## config.mk

```make
export PLATFORM = sky130hd
export DESIGN_NAME = instruction_fetch_unit
export DESIGN_NICKNAME = d
export VERILOG_FILES = /design/src/rtl/instruction_fetch_unit.sv
export SDC_FILE = /design/constraint.sdc
export NUM_CORES = 1
export LEC_CHECK = 0
export CORE_MARGIN = 8
export CORE_UTILIZATION = 27
export DETAILED_ROUTE_END_ITERATION = 7
export PLACE_DENSITY = 0.48
export SKIP_LAST_GASP = 1
export SLEW_MARGIN = 20
export SYNTH_ARGS = -nofsm -noshare
export SYNTH_HDL_FRONTEND = slang
export SYNTH_SLANG_ARGS = --single-unit
export TNS_END_PERCENT = 10
```

## constraint.sdc

```tcl
create_clock -name clk -period 7.4 [get_ports clk]
set_input_delay 0.74 -clock clk [delete_from_list [all_inputs] [get_ports clk]]
set_output_delay 0.74 -clock clk [all_outputs]
set_load 0.02 [all_outputs]
```

## src/rtl/instruction_fetch_unit.sv

```systemverilog
// instruction_fetch_unit -- MIPS fetch stage.
//
// Generates sequential PCs, issues them to instruction memory over a req/gnt
// channel with in-order rvalid responses, parks returned words with their PCs
// in a small in-order reservation FIFO, and offers the head to the IR through
// a valid/ready handshake. A redirect flushes the FIFO and restarts at a new
// PC. Responses still in flight at that point are counted in drop_cnt and
// discarded when they arrive.
//
// Optional feature macro: IFU_ALIGN_CHECK_EN
//   defined   : misaligned redirect target raises a sticky fetch_fault and
//               stalls fetch until an aligned redirect arrives.
//   undefined : fetch_fault tied to 0, redirect_pc[1:0] ignored.
//
// Ports
//   clk, reset            clock, async active-low reset
//   redirect, redirect_pc flush and restart request
//   imem_req/addr/gnt     fetch request channel
//   imem_rvalid/rdata     in-order response channel
//   out_valid/instr/pc    head instruction offered to the IR
//   out_ready             IR accepts the head this cycle
//   fetch_fault           misaligned-redirect flag
module instruction_fetch_unit #(
  parameter logic [31:0] RESET_PC   = 32'h0000_0000,
  parameter int          FIFO_DEPTH = 2
) (
  input  logic        clk,
  input  logic        reset,
  input  logic        redirect,
  input  logic [31:0] redirect_pc,
  output logic        imem_req,
  output logic [31:0] imem_addr,
  input  logic        imem_gnt,
  input  logic        imem_rvalid,
  input  logic [31:0] imem_rdata,
  output logic        out_valid,
  output logic [31:0] out_instr,
  output logic [31:0] out_pc,
  input  logic        out_ready,
  output logic        fetch_fault
);

  localparam int PW = $clog2(FIFO_DEPTH);
  localparam int CW = PW + 1;           // counts reach FIFO_DEPTH
  localparam int OW = CW + 1;           // occupancy sum headroom
  localparam logic [PW-1:0] PONE    = 1;
  localparam logic [OW-1:0] DEPTH_C = OW'(FIFO_DEPTH);

  logic [31:0]                 fetch_pc;
  logic [FIFO_DEPTH-1:0][31:0] slot_pc;
  logic [FIFO_DEPTH-1:0][31:0] slot_instr;
  logic [PW-1:0]               head, tail;
  // Slots are filled strictly in order, so the filled slots are always the
  // first nfill entries from head; this replaces per-slot filled flags.
  logic [CW-1:0]               used, nfill, drop_cnt;

  logic          pop, fire, fill, drop_dec;
  logic [CW-1:0] unfilled, pending, redir_drop;
  logic [PW-1:0] fill_ptr;
  logic [OW-1:0] occ;
  logic [31:0]   redir_pc;

  assign out_valid = (nfill != '0);
  assign out_pc    = slot_pc[head];
  assign out_instr = slot_instr[head];

  assign pop      = out_valid & out_ready & ~redirect;
  assign unfilled = used - nfill;
  assign fill_ptr = head + nfill[PW-1:0];
  assign fill     = imem_rvalid & (drop_cnt == '0) & (unfilled != '0);
  assign drop_dec = imem_rvalid & (drop_cnt != '0);

  // Slots held plus responses still owed to the memory; a same-cycle pop
  // frees its slot for this cycle's request.
  assign occ = {1'b0, used} + {1'b0, drop_cnt} - OW'(pop);

  // Gated by reset so no request is raised while held in reset.
  assign imem_req  = reset & ~redirect & ~fetch_fault & (occ < DEPTH_C);
  assign imem_addr = fetch_pc;
  assign fire      = imem_req & imem_gnt;

  // Everything reserved but not yet filled becomes garbage in flight. A
  // response arriving during the redirect is one of those and is consumed now.
  assign pending    = drop_cnt + unfilled;
  assign redir_drop = pending - CW'(imem_rvalid && (pending != '0));
  assign redir_pc   = {redirect_pc[31:2], 2'b00};

  always_ff @(posedge clk or negedge reset) begin
    if (!reset) begin
      fetch_pc   <= RESET_PC;
      slot_pc    <= '0;
      slot_instr <= '0;
      head       <= '0;
      tail       <= '0;
      used       <= '0;
      nfill      <= '0;
      drop_cnt   <= '0;
    end else if (redirect) begin
      fetch_pc <= redir_pc;
      head     <= '0;
      tail     <= '0;
      used     <= '0;
      nfill    <= '0;
      drop_cnt <= redir_drop;
    end else begin
      if (fire) begin
        slot_pc[tail] <= fetch_pc;
        tail          <= tail + PONE;
        fetch_pc      <= fetch_pc + 32'd4;
      end
      if (fill)     slot_instr[fill_ptr] <= imem_rdata;
      if (pop)      head <= head + PONE;
      if (drop_dec) drop_cnt <= drop_cnt - CW'(1);
      used  <= used + CW'(fire) - CW'(pop);
      nfill <= nfill + CW'(fill) - CW'(pop);
    end
  end

`ifdef IFU_ALIGN_CHECK_EN
  logic fault_q;
  always_ff @(posedge clk or negedge reset) begin
    if (!reset)        fault_q <= 1'b0;
    else if (redirect) fault_q <= |redirect_pc[1:0];
  end
  assign fetch_fault = fault_q;
`else
  logic unused_pc_bits;
  assign unused_pc_bits = ^redirect_pc[1:0];
  assign fetch_fault    = 1'b0;
`endif

endmodule

```

==> flow_summary.yaml <==
placed_design:
  place_congestion: 0.751
  io_buffers: 161
  hpwl_mm: 14.2
  placed_area_um2: 9800
clock_tree:
  cts_tree: "built"
  htreeDepth: 4
  cts_resized: 0
  holdBufCountCts: 0
  clockRootBuffer: "clkbuf_16"
  clk_pin_slew_worst_paths_ps: 80
  cts_buffers: 17
  post-cts-setup-buffer-count: 0
  clock-sinks: 162
  clkLatencyLatePin_ps: 430
  cts_max_path_buffers: 2
logic_synthesis:
  synth_top_cell_area_share_pct: 51.8
  ys_seq_elements: 162
  synth.avg_cell_area_um2: 12.8
  synth-async-reset-ratio_pct: 100
  synthCells: 614
  yosys_warnings: 0
  synth_edf_count: 0
  synth.cell_area_um2: 7830
  seq_area_frac_synth_pct: 51.8
  synth_common_cells: "mux2_2 (179), dfrtp_1 (162), nand2_1 (43)"
  yosysTopAreaCell: "dfrtp_1"
  ys_types: 55
  synthTopCellsByArea: "dfrtp_1 (52%), mux2_2 (26%), nand2_1 (2.1%), ha_1 (1.6%), o21ai_0 (1.5%)"
  synthFlopType: "dfrtp_1"
  yosysMostFrequentCell: "mux2_2"
job:
  maxCapViolCount: 0
power:
  clock_power_share_pct: 30.4
  p_int_mw: 2.04
  p_leak_nw: 4.63
  netSwitchingFraction_pct: 32.4
  power-per-cell-area_nw_per_um2: 289
  netSwitchingPower_uw: 976
  p_comb_share_pct: 31.1
  ir_drop_v: 0.000153
  pwr-share-seq_pct: 38.6
min_path:
  min_path_type: "primary input to asynchronous set/reset pin"
timing:
  setup_viol: 0
  tightest_slew_ps: 1050
  drv_slew: 0
  relSlewSlack_pct: 30.1
  finalHoldViolations: 0
  fin_skew_ps: 22.0
  tns_ps: 0
  layout_min_cycle_time_ps: 4060
  fmax_ghz: 0.246
  rsz0062_at_grt: "false"
  fin_crit_sh_pct: 54.9
worst_setup_path:
  critPathRequiredTime_ps: 7720
  cp-start-kind: "primary input"
  r2r_setup_slack_ps: 3510
  arrival_ps: 4380
  endpoint_kind: "register"
  worst-r2r-cell-count: 11
  path_class: "primary input to register"
  cp_max_fo: 30
global_routing:
  grt_max_degree: 82
  grt_pass1_wl_mm: 34.8
  grt_pass1_vias: 5924
  antenna_found_initial: 3
  grtUsageTotal_pct: 12.4
  grt-ovfl-total: 0
drt:
  vias: 5385
  drt_pass1_iterations: 4
  drt-initial-drc-count: 253
  drc: 0
  wire_per_inst_um: 18.2
  drt-total-wl_mm: 21.2
  vias_per_cell: 4.61
  antenna_left: 0
cells_and_area:
  drive_above_1_share_pct: 31.0
  areaGrowthSynthToFinish_pct: 33.0
  final_area_um2: 10400
  layout.nets: 852
outcome:
  outcome: "complete, no violations"
floorplanning:
  die-area_um2: 34700
  die_w_um: 186
  start_util_pct: 27.4
  ios: 169
  core-area_um2: 28600
  rows: 62
  die_h_um: 186
==> area by class of cell <==
type | count | area (um2)
repair buffers | 169 | 1670
well taps | 384 | 480
multi-input cells | 407 | 3550
inverters | 14 | 52.6
flip-flops and latches | 162 | 4060
clock buffers | 17 | 425
fillers | 2816 | 18200
clock inverters | 15 | 184
diodes | 1 | 2.50
==> final timing paths <==
check,start,end
max in group asynchronous,reset,imem_addr[16]$_DFFE_PN0P_
min in group clk,slot_instr[47]$_DFFE_PN0P_,slot_instr[47]$_DFFE_PN0P_
setup reg to reg,nfill[0]$_DFF_PN0_,slot_pc[6]$_DFFE_PN0P_
hold reg to reg,slot_instr[47]$_DFFE_PN0P_,slot_instr[47]$_DFFE_PN0P_
hold / removal,reset,slot_instr[59]$_DFFE_PN0P_
setup / recovery,out_ready,slot_pc[6]$_DFFE_PN0P_
==> sequential cells by signal, summed over array words and instances, names as in the netlist <==
signal / cells
tail: 1
used: 2
imem_addr: 30
head: 1
nfill: 2
slot_pc: 60
drop_cnt: 2
slot_instr: 64
==> cells by family after synthesis <==
group                      Yosys count  share of synthesized area [%]
muxes                              185                           26.6
DFF                                162                           51.8
and+or+nand+nor                    123                           8.80
AOI/OAI and AO/OA                   66                           5.77
buffers and inverters               49                           3.28
xor gates and xnor gates            17                           1.90
adders and majority gates           11                           1.85
other                                1                         0.0479
==> worst max-delay path, cell delays in order <==
cell             delay [ps]
clkdlybuf4s50_1         470
nand2_1                 140
nor3_1                  290
o21ai_0                 180
fa_1                    540
nand4b_1                140
nor2_2                  490
inv_1                   170
nor2_4                  790
mux2_2                  420
==> power groups by stage <==
stage | clock, mW | sequential (mW) | combinational [mW]
2_1_floorplan | 0 | 1.16 | 0.547
3_3_place_gp | 0 | 1.18 | 0.947
3_5_place_dp | 0 | 1.18 | 0.949
4_1_cts | 0.959 | 1.17 | 0.956
5_1_grt | 0.994 | 1.19 | 1.01
6_report | 0.915 | 1.16 | 0.936
==> cells in the final DEF (no fill, tap or decap), types with 2 or more instances in the layout <==
master,count
mux2_2,179
dfrtp_1,161
clkdlybuf4s50_1,159
nand2_1,43
o21ai_0,23
nor2_1,21
nand3_1,17
clkbuf_16,17
inv_1,14
xnor2_1,10
ha_1,10
o311ai_0,9
o211ai_1,8
buf_4,8
xor2_1,7
nand4_1,6
a21oi_1,6
nor3_1,5
mux2_1,5
a32oi_1,5
conb_1,5
inv_6,4
inv_8,4
or2_2,3
and2_1,3
o311ai_1,3
a31o_2,3
clkinv_8,3
nor2b_1,2
nor2_2,2
nand3_2,2
nor4_4,2
nor4_1,2
a221o_1,2
a31oi_1,2
clkinv_4,2
==> through the flow <==
step	std cells	setup WS, ps	hold WS, ps	power, mW	utilization (%)
final	1169	3340	355	3.01	36.4
after global placement	1136	2860	461	2.13	34.2
after floorplan	618	3930	444	1.70	-
after global routing	1168	3060	411	3.20	36.4
after detailed placement	1136	2810	471	2.13	34.2
after CTS	1168	3280	382	3.08	36.4
==> per-layer routing <==
layer | routed length (um) | vias up | share of wire [%] | GRT usage [%]
met5 | 35 | - | 0.16 | 0
met4 | 178 | 6 | 0.84 | 2.83
met3 | 1650 | 16 | 7.8 | 5.01
met2 | 9480 | 153 | 45 | 19.3
met1 | 9890 | 2682 | 47 | 16.0
li1 | - | 2528 | - | -
(Power assumes the default switching activity.)
